===== src/rtl/sprite_pkg.sv =====
// Shared constants, entry type and helpers for the sprite sorter slice.
// Distance is Q8.8 signed fixed point; screen column is passed through untouched.
package sprite_pkg;

  localparam int SPRITE_SLOTS  = 8;
  localparam int SPRITE_IDX_W  = 3;
  localparam int SPRITE_SCOL_W = 11;
  localparam int SPRITE_DIST_W = 16;
  localparam int SPRITE_CNT_W  = SPRITE_IDX_W + 1;

  localparam logic [SPRITE_CNT_W-1:0] CNT_ONE  = SPRITE_CNT_W'(1);
  localparam logic [SPRITE_IDX_W-1:0] IDX_ONE  = SPRITE_IDX_W'(1);
  localparam logic [SPRITE_CNT_W-1:0] CNT_LAST = SPRITE_CNT_W'(SPRITE_SLOTS);

  typedef struct packed {
    logic [SPRITE_DIST_W-1:0] sdist;
    logic [SPRITE_SCOL_W-1:0] scol;
    logic [SPRITE_IDX_W-1:0]  index;
  } sprite_entry_t;

  typedef enum logic [1:0] {
    S_IDLE  = 2'd0,
    S_FETCH = 2'd1,
    S_EMIT  = 2'd2
  } sorter_state_t;

  function automatic logic dist_positive(input logic [SPRITE_DIST_W-1:0] d);
    return !d[SPRITE_DIST_W-1] && (d != '0);
  endfunction

  function automatic logic dist_ge(input logic [SPRITE_DIST_W-1:0] a,
                                   input logic [SPRITE_DIST_W-1:0] b);
    return $signed(a) >= $signed(b);
  endfunction

endpackage


===== src/rtl/sprite_sorted_list.sv =====
// Registered list of sprite entries kept in descending signed distance order.
// Supports clear, single-cycle insert by parallel compare/shift, and pop from the head.
module sprite_sorted_list
  import sprite_pkg::*;
(
  input  logic                     clk,
  input  logic                     reset_n,
  input  logic                     clear,
  input  logic                     insert,
  input  logic                     pop,
  input  logic [SPRITE_DIST_W-1:0] new_sdist,
  input  logic [SPRITE_SCOL_W-1:0] new_scol,
  input  logic [SPRITE_IDX_W-1:0]  new_index,
  output logic [SPRITE_DIST_W-1:0] head_sdist,
  output logic [SPRITE_SCOL_W-1:0] head_scol,
  output logic [SPRITE_IDX_W-1:0]  head_index,
  output logic [SPRITE_CNT_W-1:0]  len
);

  sprite_entry_t           ents [SPRITE_SLOTS];
  sprite_entry_t           ins  [SPRITE_SLOTS];
  sprite_entry_t           new_ent;
  logic [SPRITE_SLOTS-1:0] keep;

  assign new_ent = '{sdist: new_sdist, scol: new_scol, index: new_index};

  // Entries with distance >= the newcomer stay put, so equal distances keep fetch order.
  always_comb begin
    for (int i = 0; i < SPRITE_SLOTS; i++)
      keep[i] = (SPRITE_CNT_W'(i) < len) && dist_ge(ents[i].sdist, new_sdist);
    ins[0] = keep[0] ? ents[0] : new_ent;
    for (int i = 1; i < SPRITE_SLOTS; i++) begin
      if (keep[i])
        ins[i] = ents[i];
      else if (keep[i-1])
        ins[i] = new_ent;
      else
        ins[i] = ents[i-1];
    end
  end

  always_ff @(posedge clk) begin
    if (!reset_n || clear) begin
      for (int i = 0; i < SPRITE_SLOTS; i++)
        ents[i] <= '0;
      len <= '0;
    end else if (insert) begin
      for (int i = 0; i < SPRITE_SLOTS; i++)
        ents[i] <= ins[i];
      len <= len + CNT_ONE;
    end else if (pop && (len != '0)) begin
      for (int i = 0; i < SPRITE_SLOTS - 1; i++)
        ents[i] <= ents[i+1];
      ents[SPRITE_SLOTS-1] <= '0;
      len <= len - CNT_ONE;
    end
  end

  assign head_sdist = ents[0].sdist;
  assign head_scol  = ents[0].scol;
  assign head_index = ents[0].index;

endmodule


===== src/rtl/sprite_sorter.sv =====
// Scans the sprite buffer on start, keeps sprites in front of the camera and streams
// them farthest-first to the renderer over valid/ready.
//
//  state   | meaning
//  S_IDLE  | waiting for start; buffer disabled
//  S_FETCH | N_SLOTS address cycles plus one drain cycle; sampled entries inserted
//  S_EMIT  | presenting list head until the last entry is accepted
module sprite_sorter
  import sprite_pkg::*;
(
  input  logic                     clk,
  input  logic                     reset_n,
  input  logic                     start,
  output logic                     busy,
  output logic                     done,
  output logic [SPRITE_CNT_W-1:0]  count,
  output logic                     buf_oe,
  output logic                     buf_we,
  output logic [SPRITE_IDX_W-1:0]  buf_index,
  input  logic [SPRITE_DIST_W-1:0] buf_sdist,
  input  logic [SPRITE_SCOL_W-1:0] buf_scol,
  output logic                     out_valid,
  input  logic                     out_ready,
  output logic [SPRITE_DIST_W-1:0] out_sdist,
  output logic [SPRITE_SCOL_W-1:0] out_scol,
  output logic [SPRITE_IDX_W-1:0]  out_index,
  output logic                     out_last
);

  sorter_state_t            state;
  logic [SPRITE_CNT_W-1:0]  k;
  logic [SPRITE_CNT_W-1:0]  k_next;
  logic [SPRITE_CNT_W-1:0]  count_next;
  logic [SPRITE_CNT_W-1:0]  len;
  logic [SPRITE_IDX_W-1:0]  slot;
  logic                     accept;
  logic                     sample_ok;
  logic                     pop;
  logic [SPRITE_DIST_W-1:0] head_sdist;
  logic [SPRITE_SCOL_W-1:0] head_scol;
  logic [SPRITE_IDX_W-1:0]  head_index;

  // The buffer registers its read data, so fetch cycle k carries slot k-1.
  assign k_next     = k + CNT_ONE;
  assign slot       = k[SPRITE_IDX_W-1:0] - IDX_ONE;
  assign accept     = (state == S_IDLE) && start && !done;
  assign sample_ok  = (state == S_FETCH) && (k != '0) && dist_positive(buf_sdist);
  assign count_next = sample_ok ? count + CNT_ONE : count;
  assign pop        = out_valid && out_ready;
  assign buf_we     = 1'b0;

  sprite_sorted_list u_list (
    .clk        (clk),
    .reset_n    (reset_n),
    .clear      (accept),
    .insert     (sample_ok),
    .pop        (pop),
    .new_sdist  (buf_sdist),
    .new_scol   (buf_scol),
    .new_index  (slot),
    .head_sdist (head_sdist),
    .head_scol  (head_scol),
    .head_index (head_index),
    .len        (len)
  );

  always_ff @(posedge clk) begin
    if (!reset_n) begin
      state     <= S_IDLE;
      k         <= '0;
      busy      <= 1'b0;
      done      <= 1'b0;
      count     <= '0;
      buf_oe    <= 1'b0;
      buf_index <= '0;
      out_valid <= 1'b0;
    end else begin
      done <= 1'b0;
      case (state)
        S_IDLE: begin
          if (accept) begin
            state     <= S_FETCH;
            k         <= '0;
            busy      <= 1'b1;
            count     <= '0;
            buf_oe    <= 1'b1;
            buf_index <= '0;
          end
        end
        S_FETCH: begin
          k     <= k_next;
          count <= count_next;
          if (k_next < CNT_LAST) begin
            buf_oe    <= 1'b1;
            buf_index <= k_next[SPRITE_IDX_W-1:0];
          end else begin
            buf_oe    <= 1'b0;
            buf_index <= '0;
          end
          if (k == CNT_LAST) begin
            k <= '0;
            if (count_next == '0) begin
              state <= S_IDLE;
              busy  <= 1'b0;
              done  <= 1'b1;
            end else begin
              state     <= S_EMIT;
              out_valid <= 1'b1;
            end
          end
        end
        S_EMIT: begin
          if (out_ready && (len == CNT_ONE)) begin
            state     <= S_IDLE;
            out_valid <= 1'b0;
            busy      <= 1'b0;
            done      <= 1'b1;
          end
        end
        default: state <= S_IDLE;
      endcase
    end
  end

  assign out_sdist = out_valid ? head_sdist : '0;
  assign out_scol  = out_valid ? head_scol  : '0;
  assign out_index = out_valid ? head_index : '0;
  assign out_last  = out_valid && (len == CNT_ONE);

endmodule


===== config.mk =====
export PLATFORM = sky130hd
export DESIGN_NAME = sprite_sorter
export DESIGN_NICKNAME = d
export VERILOG_FILES = /design/src/rtl/sprite_pkg.sv /design/src/rtl/sprite_sorted_list.sv /design/src/rtl/sprite_sorter.sv
export SDC_FILE = /design/constraint.sdc
export NUM_CORES = 1
export LEC_CHECK = 0
export CAP_MARGIN = 20
export CORE_MARGIN = 4
export CORE_UTILIZATION = 55
export CTS_CLUSTER_DIAMETER = 50
export DETAILED_ROUTE_END_ITERATION = 10
export PLACE_DENSITY = 0.77
export SLEW_MARGIN = 5
export SYNTH_ARGS = -nofsm -noshare
export SYNTH_HDL_FRONTEND = slang
export SYNTH_SLANG_ARGS = --single-unit

===== constraint.sdc =====
create_clock -name clk -period 5.6 [get_ports clk]
set_input_delay 1.12 -clock clk [delete_from_list [all_inputs] [get_ports clk]]
set_output_delay 1.12 -clock clk [all_outputs]
set_load 0.03 [all_outputs]

==> summary.txt <==
Int Power: 0.00367 W
PnR worst setup slack: 1.30 ns
Yosys reg bits: 261
n_diodes: 0
Final setup viols: 0
P_leak: 7.40 nW
most used flip-flop cell after synthesis: edfxtp_1
Cells after Synth: 1,604
Final Hold Vio Count: 0
WL final: 45,800 µm
routed vias/inst: 6.46
CP max stage cell: or4_1
combinational power share: 10.2%
Reg-to-Reg End: u_list.ents[0][208]
max_cap viols: 0
dpl hpwl: 31,100 µm
area leader, netlist: edfxtp_1
CP required: 5.84 ns
DIE HEIGHT: 181 µm
area grow syn2layout: 14.2%
PostCTS Resize Cnt: 0
hold endpoint: u_list.ents[0][211]
hold path cells: 2
layout cell share with drive strength beyond 1: 10.1%
Clock transition at path regs: 0.06 ns
CORE AREA: 29,600 µm²
Reg power frac: 46.1%
Synth cell types: 75
I/O pins: 74
R2R setup slack: 2.18 ns
power density cells: 264 nW/µm²
post-route cell area: 18,900 µm²
maximum clock rate: 232 MHz
dpl ws: 0.825 ns
GRT Util Overall: 27.2%
synthesized area per cell: 10.3 µm²
drt pass-1 iters: 6
Crit Path Category: in2reg
sequential fraction of the synthesis area: 44.3%
via count: 13,334
NumNets Final: 1,818
Tcrit/Tclk final: 76.8%
drt drc: 0
status: complete, no violations
later-pin clock latency in the skew report: 0.53 ns
Slew Limit Fails: 0
Synth Net Count: 1,774
crit path capture type: flop
initial DRC count: 1,453
root buffer cell: clkbuf_16
share of Yosys cell area claimed by the top area cell type: 38.1%
crit path time final: 4.30 ns
Post-synth ARST share: 0%
Clock Path Buffers: 3
WL/cell: 22.2 µm
die width: 181 µm
Final Wtd Congestion: 0.911
crit-path leading delay family: buffers and inverters
TritonCTS clock tree: done
die footprint: 32,900 µm²
Post-synth EDFFs: 210
WP buf/inv: 3
port buffer count: 72
total power: 0.00499 W
Switching Fraction: 26.4%
Worst path max stage delay: 0.58 ns
Synth Warn #: 0
Worst-Margin Slew: 1.09 ns
H-tree depth: 2
Min-Delay Startpoint: u_list.ents[0][211]
Max IR drop VDD: 0.000183 V
clock power share: 43.7%
Fillers: 2,328
hold crit path type: reg2reg
worst clock skew: 0.0203 ns
placed inst area: 17,700 µm²
Slew headroom: 27.2%
Post-Syn Area: 16,500 µm²
total area of sequential cells: 7330 µm²
# hold bufs at CTS: 0
CP arrival: 4.54 ns
GRT overflow: 0
RSZ-0062 raised after global routing: no
row count: 63
area of the multi-input gates: 8480 µm²
Reg2Reg Launch Point: u_list.ents[0][179]
vias in the first global route: 13,062
largest net degree at the start of global routing: 113
global-route wire length before repair: 72,700 µm
Critical Path Source Type: input pin
synth top area cells: edfxtp_1 38%, ha_1 11%, mux2i_1 10%
FF-to-FF path depth: 9
setup TNS: 0 ns
Initial Util: 55.8%
initial antenna violation count: 1
CP Max Fanout: 16
sw power: 0.00132 W
Post-CTS Setup Inserts: 0
Num CTS Buffers: 36
critical-path cell list: clkdlybuf4s50_1 -> inv_1 -> ha_1 -> nand4_1 -> or4_1 -> a21oi_1 -> or4b_2 -> o211a_2 -> buf_4 -> mux2i_1 -> o21ai_1
number of clock sinks: 261
post-route ant nets: 0
==> Yosys cell counts, types with 6 or more instances <==
cell type  instances
a211oi_2          24
nand4_1           29
nor4_1             7
nor2b_1           17
and2_1            39
nor2_1            29
a21oi_1           83
o21ai_0           85
a211oi_1           7
a22o_1            13
buf_6              9
clkbuf_1          64
a22oi_1            9
a21o_1            16
inv_1             41
nand2_1          230
dfxtp_1           51
a32oi_1           29
buf_2             35
o211ai_1          10
nor3_1             8
mux2i_1          171
buf_4              7
o21ai_1          124
edfxtp_1         210
buf_12             6
ha_1             139
nand3_1           19
==> cell type report <==
type	instances	area share (%)
Timing Repair Buffer	130	6.85
Inverter	41	0.815
Clock inverter	21	0.961
Multi-Input combinational cell	1178	44.9
Tap cell	390	2.58
Sequential cell	261	38.8
Clock buffer	44	5.04
==> through the flow <==
stage | utilization [%] | std cells | hold WS, ns
after detailed placement | 59.9 | 2000 | 0.465
after floorplan | - | 1604 | 0.439
after global placement | 59.9 | 2000 | 0.451
after CTS | 63.7 | 2065 | 0.471
final | 63.7 | 2065 | 0.474
after global routing | 63.7 | 2065 | 0.493
==> worst max path at each step <==
stage | from | endpoint | slack (ns) | cells after the start
6_report | buf_sdist[15] | u_list.ents[0][208] | 1.30 | 11
3_5_place_dp | buf_sdist[15] | u_list.ents[0][180] | 0.82 | 11
4_1_cts | buf_sdist[15] | u_list.ents[0][208] | 1.34 | 11
5_1_grt | buf_sdist[15] | u_list.ents[0][204] | 1.14 | 11
3_3_place_gp | buf_sdist[15] | u_list.ents[0][180] | 0.88 | 11
2_1_floorplan | buf_sdist[11] | u_list.ents[0][180] | 0.11 | 9
==> logic make-up after synthesis <==
group	after synthesis	synth area share [%]
AO/OA/AOI/OAI	448	17.5
XOR/XNOR	7	0.371
adder cells (fa/ha/maj)	139	10.5
buffers and inverters	165	5.17
flip-flops	261	44.3
multiplexers	171	10.4
other	1	0.0227
AND/OR/NAND/NOR	412	11.7
==> power by group through the flow <==
stage / sequential [W] / combinational [W] / clock [W]
2_1_floorplan: 0.00230 / 0.000311 / 0
3_3_place_gp: 0.00233 / 0.000480 / 0
3_5_place_dp: 0.00233 / 0.000498 / 0
4_1_cts: 0.00229 / 0.000501 / 0.00220
5_1_grt: 0.00231 / 0.000554 / 0.00228
6_report: 0.00230 / 0.000507 / 0.00218
==> state kept, by name, summed over array words and instances (netlist names) <==
register	cells
buf_index	3
buf_oe	1
busy	1
count	4
done	1
k	4
out_valid	1
state	2
u_list.ents	240
u_list.len	4
==> worst reg2reg max path, stage by stage (launching register included) <==
cell and delay (ns):
edfxtp_1 0.51, ha_1 0.38, nand4_1 0.15, or4_1 0.58, a21oi_1 0.19, or4b_2 0.16
o211a_2 0.57, buf_4 0.31, mux2i_1 0.21, o21ai_1 0.08
==> routing by layer <==
| metal | global-route usage (%) | part of all wire, % | vias up |
|---|---|---|---|
| met5 | 0 | 0.028 | - |
| met1 | 38.6 | 42 | 6456 |
| li1 | - | - | 6089 |
| met4 | 8.56 | 2.9 | 2 |
| met2 | 42.9 | 46 | 688 |
| met3 | 4.83 | 9.3 | 99 |
==> cells in the final DEF, fill, tap and decap left out, types with 13 or more instances in the layout <==
master           synthesis  layout
nand2_1                230     230
edfxtp_1               210     210
mux2i_1                171     171
ha_1                   139     139
o21ai_1                124     123
o21ai_0                 85      84
a21oi_1                 83      80
clkdlybuf4s50_1          0      72
dfxtp_1                 51      51
buf_4                    7      47
inv_1                   41      41
and2_1                  39      39
clkbuf_16                0      36
nand4_1                 29      29
a32oi_1                 29      29
nor2_1                  29      26
a211oi_2                24      24
nor2b_1                 17      17
nand3_1                 19      17
a21o_1                  16      16
a22o_1                  13      13
Power figures use the tool's default switching activity.
